## config.mk

```make
export PLATFORM = sky130hd
export DESIGN_NAME = rom_axis_streamer_flat
export DESIGN_NICKNAME = d
export VERILOG_FILES = /design/src/rtl/rom_axis_streamer_if.sv /design/src/rtl/rom_axis_streamer.sv /design/src/flat_wrapper.sv
export SDC_FILE = /design/constraint.sdc
export NUM_CORES = 1
export LEC_CHECK = 0
export ABC_AREA = 0
export CORE_UTILIZATION = 48
export DETAILED_ROUTE_END_ITERATION = 10
export PLACE_DENSITY = 0.88
export SYNTH_ARGS = -nofsm -noshare
export SYNTH_HDL_FRONTEND = slang
export SYNTH_SLANG_ARGS = --single-unit
```

## constraint.sdc

```tcl
create_clock -name clk -period 2.02 [get_ports clk]
set_input_delay 0.404 -clock clk [delete_from_list [all_inputs] [get_ports clk]]
set_output_delay 0.404 -clock clk [all_outputs]
set_load 0.02 [all_outputs]
```

## src/rtl/rom_axis_streamer_if.sv

```systemverilog
// rtl/rom_axis_streamer_if.sv - AXI-Stream beat bundle between the ROM streamer and its sink
// Ports (per modport):
//   master: drives tvalid, tlast, tkeep, tdata; samples tready
//   slave : samples tvalid, tlast, tkeep, tdata; drives tready
interface rom_axis_streamer_if #(
    parameter int AXIS_BYTES = 4
);
    logic                      tvalid;
    logic                      tready;
    logic                      tlast;
    logic [AXIS_BYTES-1:0]     tkeep;
    logic [8*AXIS_BYTES-1:0]   tdata;

    modport master (
        output tvalid,
        output tlast,
        output tkeep,
        output tdata,
        input  tready
    );

    modport slave (
        input  tvalid,
        input  tlast,
        input  tkeep,
        input  tdata,
        output tready
    );
endinterface

```

## src/rtl/rom_axis_streamer.sv

```systemverilog
// rtl/rom_axis_streamer.sv - plays a compile-time ROM image out as repeated AXI-Stream packets
// Ports:
//   clk      clock
//   sreset   synchronous reset, active-high
//   start    begin a run (sampled in IDLE only)
//   len      packet length in beats, latched at start; 0 or >DEPTH selects DEPTH
//   repeats  extra packets after the first, latched at start
//   loop     latched at start; repeat packets until stop
//   stop     end the run at the next packet boundary
//   axis     master stream port (tvalid/tready/tlast/tkeep/tdata)
//   busy     run in progress
//   done     one-cycle pulse after the final beat of a run
module rom_axis_streamer #(
    parameter int                           AXIS_BYTES = 4,
    parameter int                           DEPTH      = 16,
    parameter logic [DEPTH*AXIS_BYTES*8-1:0] MEM       = '0,
    parameter logic [AXIS_BYTES-1:0]        LAST_KEEP  = '1,
    parameter int                           REP_W      = 8,
    parameter int                           LEN_W      = $clog2(DEPTH+1)
) (
    input  logic                 clk,
    input  logic                 sreset,
    input  logic                 start,
    input  logic [LEN_W-1:0]     len,
    input  logic [REP_W-1:0]     repeats,
    input  logic                 loop,
    input  logic                 stop,
    rom_axis_streamer_if.master  axis,
    output logic                 busy,
    output logic                 done
);
    localparam int               W       = 8 * AXIS_BYTES;
    localparam logic [LEN_W-1:0] DEPTH_L = LEN_W'(DEPTH);
    localparam logic [LEN_W-1:0] ONE_L   = LEN_W'(1);

    typedef enum logic {
        IDLE = 1'b0,
        RUN  = 1'b1
    } state_t;

    state_t                  state_q, state_d;
    logic [LEN_W-1:0]        ctr_q, ctr_d;
    logic [LEN_W-1:0]        len_q, len_d;
    logic [REP_W-1:0]        pkt_q, pkt_d;
    logic [REP_W-1:0]        rep_q, rep_d;
    logic                    loop_q, loop_d;
    logic                    stop_pend_q, stop_pend_d;
    logic                    tvalid_q, tvalid_d;
    logic                    tlast_q, tlast_d;
    logic [AXIS_BYTES-1:0]   tkeep_q, tkeep_d;
    logic [W-1:0]            tdata_q, tdata_d;
    logic                    done_q, done_d;

    logic [LEN_W-1:0]        len_eff;
    logic [LEN_W-1:0]        ctr_inc;
    logic                    hs;
    logic                    stop_now;
    logic                    more;
    logic                    inc_last;

    function automatic logic [W-1:0] rom_word(input logic [LEN_W-1:0] idx);
        return MEM[int'(idx)*W +: W];
    endfunction

    function automatic logic [AXIS_BYTES-1:0] keep_for(input logic last);
        return last ? LAST_KEEP : {AXIS_BYTES{1'b1}};
    endfunction

    always_comb begin
        len_eff  = (len == '0 || len > DEPTH_L) ? DEPTH_L : len;
        hs       = tvalid_q && axis.tready;
        ctr_inc  = ctr_q + ONE_L;
        inc_last = (ctr_inc == (len_q - ONE_L));
        // A stop arriving with the tlast handshake itself still ends the run on this packet.
        stop_now = stop_pend_q || stop;
        more     = !stop_now && (loop_q || (pkt_q != rep_q));

        state_d     = state_q;
        ctr_d       = ctr_q;
        len_d       = len_q;
        pkt_d       = pkt_q;
        rep_d       = rep_q;
        loop_d      = loop_q;
        stop_pend_d = stop_pend_q;
        tvalid_d    = tvalid_q;
        tlast_d     = tlast_q;
        tkeep_d     = tkeep_q;
        tdata_d     = tdata_q;
        done_d      = 1'b0;

        case (state_q)
            IDLE: begin
                if (start) begin
                    state_d     = RUN;
                    len_d       = len_eff;
                    rep_d       = repeats;
                    loop_d      = loop;
                    ctr_d       = '0;
                    pkt_d       = '0;
                    stop_pend_d = 1'b0;
                    tvalid_d    = 1'b1;
                    tdata_d     = rom_word('0);
                    tlast_d     = (len_eff == ONE_L);
                    tkeep_d     = keep_for(len_eff == ONE_L);
                end
            end
            RUN: begin
                if (stop) begin
                    stop_pend_d = 1'b1;
                end
                // tlast_q always mirrors (ctr_q == len_q-1), so it doubles as the end-of-packet flag.
                if (hs) begin
                    if (!tlast_q) begin
                        ctr_d   = ctr_inc;
                        tdata_d = rom_word(ctr_inc);
                        tlast_d = inc_last;
                        tkeep_d = keep_for(inc_last);
                    end else if (more) begin
                        ctr_d   = '0;
                        if (pkt_q != {REP_W{1'b1}}) begin
                            pkt_d = pkt_q + REP_W'(1);
                        end
                        tdata_d = rom_word('0);
                        tlast_d = (len_q == ONE_L);
                        tkeep_d = keep_for(len_q == ONE_L);
                    end else begin
                        state_d     = IDLE;
                        stop_pend_d = 1'b0;
                        tvalid_d    = 1'b0;
                        tlast_d     = 1'b0;
                        tkeep_d     = '0;
                        tdata_d     = '0;
                        done_d      = 1'b1;
                    end
                end
            end
            default: begin
                state_d = IDLE;
            end
        endcase
    end

    always_ff @(posedge clk) begin
        if (sreset) begin
            state_q     <= IDLE;
            ctr_q       <= '0;
            len_q       <= '0;
            pkt_q       <= '0;
            rep_q       <= '0;
            loop_q      <= 1'b0;
            stop_pend_q <= 1'b0;
            tvalid_q    <= 1'b0;
            tlast_q     <= 1'b0;
            tkeep_q     <= '0;
            tdata_q     <= '0;
            done_q      <= 1'b0;
        end else begin
            state_q     <= state_d;
            ctr_q       <= ctr_d;
            len_q       <= len_d;
            pkt_q       <= pkt_d;
            rep_q       <= rep_d;
            loop_q      <= loop_d;
            stop_pend_q <= stop_pend_d;
            tvalid_q    <= tvalid_d;
            tlast_q     <= tlast_d;
            tkeep_q     <= tkeep_d;
            tdata_q     <= tdata_d;
            done_q      <= done_d;
        end
    end

    assign axis.tvalid = tvalid_q;
    assign axis.tlast  = tlast_q;
    assign axis.tkeep  = tkeep_q;
    assign axis.tdata  = tdata_q;
    assign busy        = (state_q == RUN);
    assign done        = done_q;
endmodule

```

## src/flat_wrapper.sv

```systemverilog
// flat-port wrapper written by rule: the top's interface ports become plain ports
module rom_axis_streamer_flat 
#(
    parameter int                           AXIS_BYTES = 4,
    parameter int                           DEPTH      = 16,
    parameter logic [DEPTH*AXIS_BYTES*8-1:0] MEM       = '0,
    parameter logic [AXIS_BYTES-1:0]        LAST_KEEP  = '1,
    parameter int                           REP_W      = 8,
    parameter int                           LEN_W      = $clog2(DEPTH+1)
)
  (clk, sreset, start, len, repeats, loop, stop, busy, done, axis_tvalid, axis_tlast, axis_tkeep, axis_tdata, axis_tready);
  rom_axis_streamer_if #(.AXIS_BYTES(AXIS_BYTES)) axis_i ();
  input  logic clk;
  input  logic sreset;
  input  logic start;
  input  logic [LEN_W-1:0] len;
  input  logic [REP_W-1:0] repeats;
  input  logic loop;
  input  logic stop;
  output logic busy;
  output logic done;
  output wire logic [$bits(axis_i.tvalid)-1:0] axis_tvalid;
  output wire logic [$bits(axis_i.tlast)-1:0] axis_tlast;
  output wire logic [$bits(axis_i.tkeep)-1:0] axis_tkeep;
  output wire logic [$bits(axis_i.tdata)-1:0] axis_tdata;
  input wire logic [$bits(axis_i.tready)-1:0] axis_tready;
  assign axis_tvalid = axis_i.tvalid;
  assign axis_tlast = axis_i.tlast;
  assign axis_tkeep = axis_i.tkeep;
  assign axis_tdata = axis_i.tdata;
  assign axis_i.tready = axis_tready;
  rom_axis_streamer #(.AXIS_BYTES(AXIS_BYTES), .DEPTH(DEPTH), .MEM(MEM), .LAST_KEEP(LAST_KEEP), .REP_W(REP_W), .LEN_W(LEN_W)) u_core (.clk(clk), .sreset(sreset), .start(start), .len(len), .repeats(repeats), .loop(loop), .stop(stop), .axis(axis_i), .busy(busy), .done(done));
endmodule
```

After elaboration in Yosys (flattened, before gate mapping) --
Index checks and enable logic that the tools add are counted.
Word-level totals: input bits 19, logic and storage cells 88, bits in registers 68
Operators by class: magnitude comparators 1, $add $sub $neg 3, shifts and indexed selects 1, mux-type cells 43, bitwise logic cells 3, reductions and logical operators 13, equality and inequality tests 12
Operator list (count):
- indexed part select 512 x 11 -> 32 bit (first input constant) | 1
- 2-to-1 mux 32 bit | 3
- one-hot mux 32 bit (2 select lines) | 1
- 2-to-1 mux 8 bit | 5
- 2-to-1 mux 5 bit | 5
- 2-to-1 mux 1 bit | 18
- 2-to-1 mux 4 bit | 4
- one-hot mux 8 bit (2 select lines) | 1
- != test 2 bit (second input constant) | 6
- equality test 5 x 1 -> 1 bit (second input constant) | 2
- one-hot mux 5 bit (2 select lines) | 1
- adder 8 x 1 -> 8 bit (second input constant) | 1
- != test 8 bit | 1
- != test 8 bit (second input constant) | 1
- one-hot mux 1 bit (2 select lines) | 4
- one-hot mux 4 bit (2 select lines) | 1
- adder 5 x 1 -> 5 bit (second input constant) | 1
- equality test 5 bit | 1
- > comparator 5 bit (second input constant) | 1
- logical NOT 5 bit | 1
- AND reduction 5 bit | 1
- subtractor 5 x 1 -> 5 bit (second input constant) | 1
- AND reduction 2 bit | 2
- AND reduction 4 bit | 1
- other kinds (7) | 12

Depth between registers and ports, before layout --
word-level depth 7, mapped depth 7, depth with buffers taken out 7

Worst setup path after synthesis --
Ideal clock, no wire load.
path kind register to register, start point reg u_core.state_q (netlist: u_core.busy), end point reg u_core.pkt_q[0], path slack 0.408 ns, arrival time 1.525 ns, stages on the path, launching flop included 7, setup time 0.087 ns, data required time 1.933 ns, period minus slack after synthesis 1.612 ns, cell sequence dfxtp_1 -> buf_6 -> nand3_1 -> a21oi_4 -> nand2_2 -> or3_1 -> o31ai_1
Between the ends: cells in the longest elaborated chain, start to end 3
Ends and longest elaborated chain:
- from (decl) | RTL line rom_axis_streamer.sv:41 | state_t state_q, state_d;
- from (signal assigned) | RTL line rom_axis_streamer.sv:158 | state_q <= state_d;
- NOT 1 bit (no source line)
- != test 2 bit (no source line)
- AND reduction 5 bit (no source line)
- to (signal assigned) | RTL line rom_axis_streamer.sv:161 | pkt_q <= pkt_d;
- to (decl) | RTL line rom_axis_streamer.sv:44 | logic [REP_W-1:0] pkt_q, pkt_d;
Several ways; a longest one is shown, not always the timed one. A chain may end at the register's enable or synchronous reset.

Worst setup path in the final report --
start point reg u_core.tlast_q (netlist: u_core.axis.tlast), end point out axis_tlast
RTL lines:
- from (decl) | RTL line rom_axis_streamer.sv:49 | logic tlast_q, tlast_d;
- from (signal assigned) | RTL line rom_axis_streamer.sv:166 | tlast_q <= tlast_d;
- to (decl) | RTL line flat_wrapper.sv:23 | output wire logic [$bits(axis_i.tlast)-1:0] axis_tlast;
No word-level cell between the ends.

==> results.yml <==
yosys:
  synth_top_flop_cell: "dfxtp_1"
  synth_top_area_cell: "dfxtp_1"
  postSynthCellCount: 255
  ys_top_cells_by_area: "dfxtp_1 31%, buf_4 12%, nand2_1 7.4%"
  synthMuxAreaShare_pct: 2.83
  ys.warnings.count: 0
  synth_top_area_share_pct: 31.1
  yosys_register_bits: 33
  synth_cell_types: 50
  avgSynthCellArea_um2: 8.33
  ys_seq_area_share_pct: 31.1
  async_reset_ff_share_pct: 0
  synth-simple-area-share_pct: 23.5
  synth_fa_ha_area_share_pct: 2.94
  synth_edf_count: 0
  synth_top_family_by_area: "simple AND/OR/NAND/NOR gates"
  synth_compound_area_share_pct: 15.0
  synth_area_um2: 2120
  synth-xor-area-share_pct: 8.54
placed_design:
  pre_cts_slack_ns: -0.0306
  post-place-cells: 328
  port_buffers: 26
  place.gp.congestion: 0.805
  hpwlAfterDp_mm: 3.02
power_and_ir_drop:
  p_leak_uw: 0.000904
  max-vdd-ir-drop_mv: 0.412
  pwr_density_cell_nw_per_um2: 634
critical_path:
  cp_top_family: "buffers and inverters"
  cp.arrival_ns: 1.49
  critical_path_class: "register to output pin"
  cpMaxStageDelayCell: "clkdlybuf4s50_1"
  worstPathRequired_ns: 1.62
  worst-path-buf-inv: 1
  setup.worst_path.end_class: "output pin"
  path_max_fanout: 10
  cp_cell_sequence: "clkdlybuf4s50_1"
  worst_setup_path_start_kind: "register"
  slowest_delay_ns: 0.67
global_route:
  track_usage_pct: 19.6
  grt_pass1_vias: 1516
  grt_start_max_net_pins: 30
  grt_pass1_wl_mm: 6.71
  overflow: 0
  antenna_found_initial: 0
clock_network:
  htree_num_levels: 2
  clock-root-buffer: "clkbuf_8"
  post_cts_buffers: 0
  cts_tree: "done"
  cts_sinks: 33
  ctsLongestPathBuffers: 2
  cts_resized: 0
  clk_latency_ns: 0.29
  hold_buffers: 0
  numCtsBuffers: 5
  clk_pin_slew_ns: 0.06
sta:
  period_share_pct: 93.8
  fin_crit_ns: 1.89
  max_freq_ghz: 0.528
  setup_slack_ns: 0.126
  slew_headroom_pct: 62.8
  tightest_slew_ns: 0.552
  setup_violations: 0
  finalClockSkew_ns: 0.00478
  finalHoldViolCount: 0
  drv_slew: 0
  setup_tns_ns: 0
  rsz0062_at_grt: "false"
die:
  chipHeight_um: 68.5
  core_um2: 4120
  io_pins: 59
  rows: 23
  die_w_um: 68.5
  dieArea_um2: 4700
  start_util_pct: 51.6
final_layout:
  finish.utilization_pct: 59.0
  fin_cells: 335
  n_antenna_cell: 0
  drive_gt1_share_pct: 11.2
  nets: 309
  areaGrowthSynthToFinish_pct: 14.2
route:
  vias: 1749
  firstDrtPassIters: 4
  routedWlPerCell_um: 11.9
  wl_mm: 4.00
  post_drt_via_cell_ratio: 5.22
  drtIter0Drc: 125
  drc: 0
  ant_nets: 0
status:
  outcome: "completed"
flow_run:
  maxCapViolCount: 0
worst_hold_path:
  hp-class: "register to register"
## cells by family (layout without fill, tap and decap cells)
group / count (synthesis) / in the layout
AND/OR/NAND/NOR: 97 / 97
buffers and inverters: 50 / 49
AO/OA/AOI/OAI: 44 / 44
flip-flops: 33 / 33
XOR/XNOR: 19 / 19
multiplexers: 6 / 6
adder cells (fa/ha/maj): 5 / 5
other: 1 / 32
## final cells by class
cell class / instances / area (um^2)
timing repair buffer: 37 / 355
sequential: 33 / 661
inverter: 5 / 18.8
tap: 50 / 62.6
fill: 369 / 1690
clock buffer: 7 / 86.3
multi-input combinational: 203 / 1240
## path summary, 6_finish.rpt
path	start	end	slack (ns)	depth (start not counted)
max	u_core.axis.tlast	axis_tlast	0.13	1
min	u_core.loop_q	u_core.loop_q	0.47	2
max reg2reg	u_core.pkt_q[2]	u_core.ctr_q[2]	0.22	6
min reg2reg	u_core.loop_q	u_core.loop_q	0.47	2
## registers in the layout (all words and copies together), names as in the netlist
register / count
u_core.busy: 1
u_core.loop_q: 1
u_core.len_q: 5
u_core.pkt_q: 8
u_core.stop_pend_q: 1
u_core.axis.tlast: 1
u_core.axis.tvalid: 1
u_core.done: 1
u_core.rep_q: 8
u_core.axis.tkeep: 1
u_core.ctr_q: 5
## where the power goes
| part | internal (uW) | switching, uW | total [uW] |
|---|---|---|---|
| Combinational | 142 | 198 | 340 |
| Sequential | 675 | 24.9 | 700 |
| Clock | 270 | 228 | 498 |
## placed cells by master (no fill, tap or decap), types with 7 or more instances in the layout
cell type,Yosys,layout
buf_4,35,10
nand2_1,42,42
xnor2_1,13,13
nand3_1,9,9
a21oi_1,16,16
a211oi_1,7,7
dfxtp_1,33,33
nor2_1,9,9
conb_1,1,32
clkdlybuf4s50_1,0,26
## Yosys cell counts, types with 4 or more instances
| library cell | count |
|---|---|
| nand2_1 | 42 |
| buf_4 | 35 |
| dfxtp_1 | 33 |
| a21oi_1 | 16 |
| xnor2_1 | 13 |
| nand3_1 | 9 |
| nor2_1 | 9 |
| a211oi_1 | 7 |
| mux2i_1 | 6 |
| o21ai_0 | 6 |
| or3_1 | 6 |
| clkbuf_1 | 5 |
| ha_1 | 5 |
| nor3_1 | 5 |
| inv_1 | 4 |
| nor2b_1 | 4 |
| xor2_1 | 4 |
## per-stage QoR
stage / instance area (um^2) / total power, uW / hold WS (ns)
final: 2430 / 1540 / 0.466
after global routing: 2430 / 1610 / 0.478
after CTS: 2430 / 1550 / 0.467
after detailed placement: 2340 / 1050 / 0.458
after global placement: 2340 / 1040 / 0.445
after floorplan: 2240 / 999 / 0.431
## per-layer routing
metal	vias to the layer above	share of wire, %	GRT usage (%)
li1	874	-	-
met1	793	46	25.5
met2	74	45	30.5
met3	8	7.2	5.10
met4	0	1.6	8.33
met5	-	0	0
(Power assumes the default switching activity.)
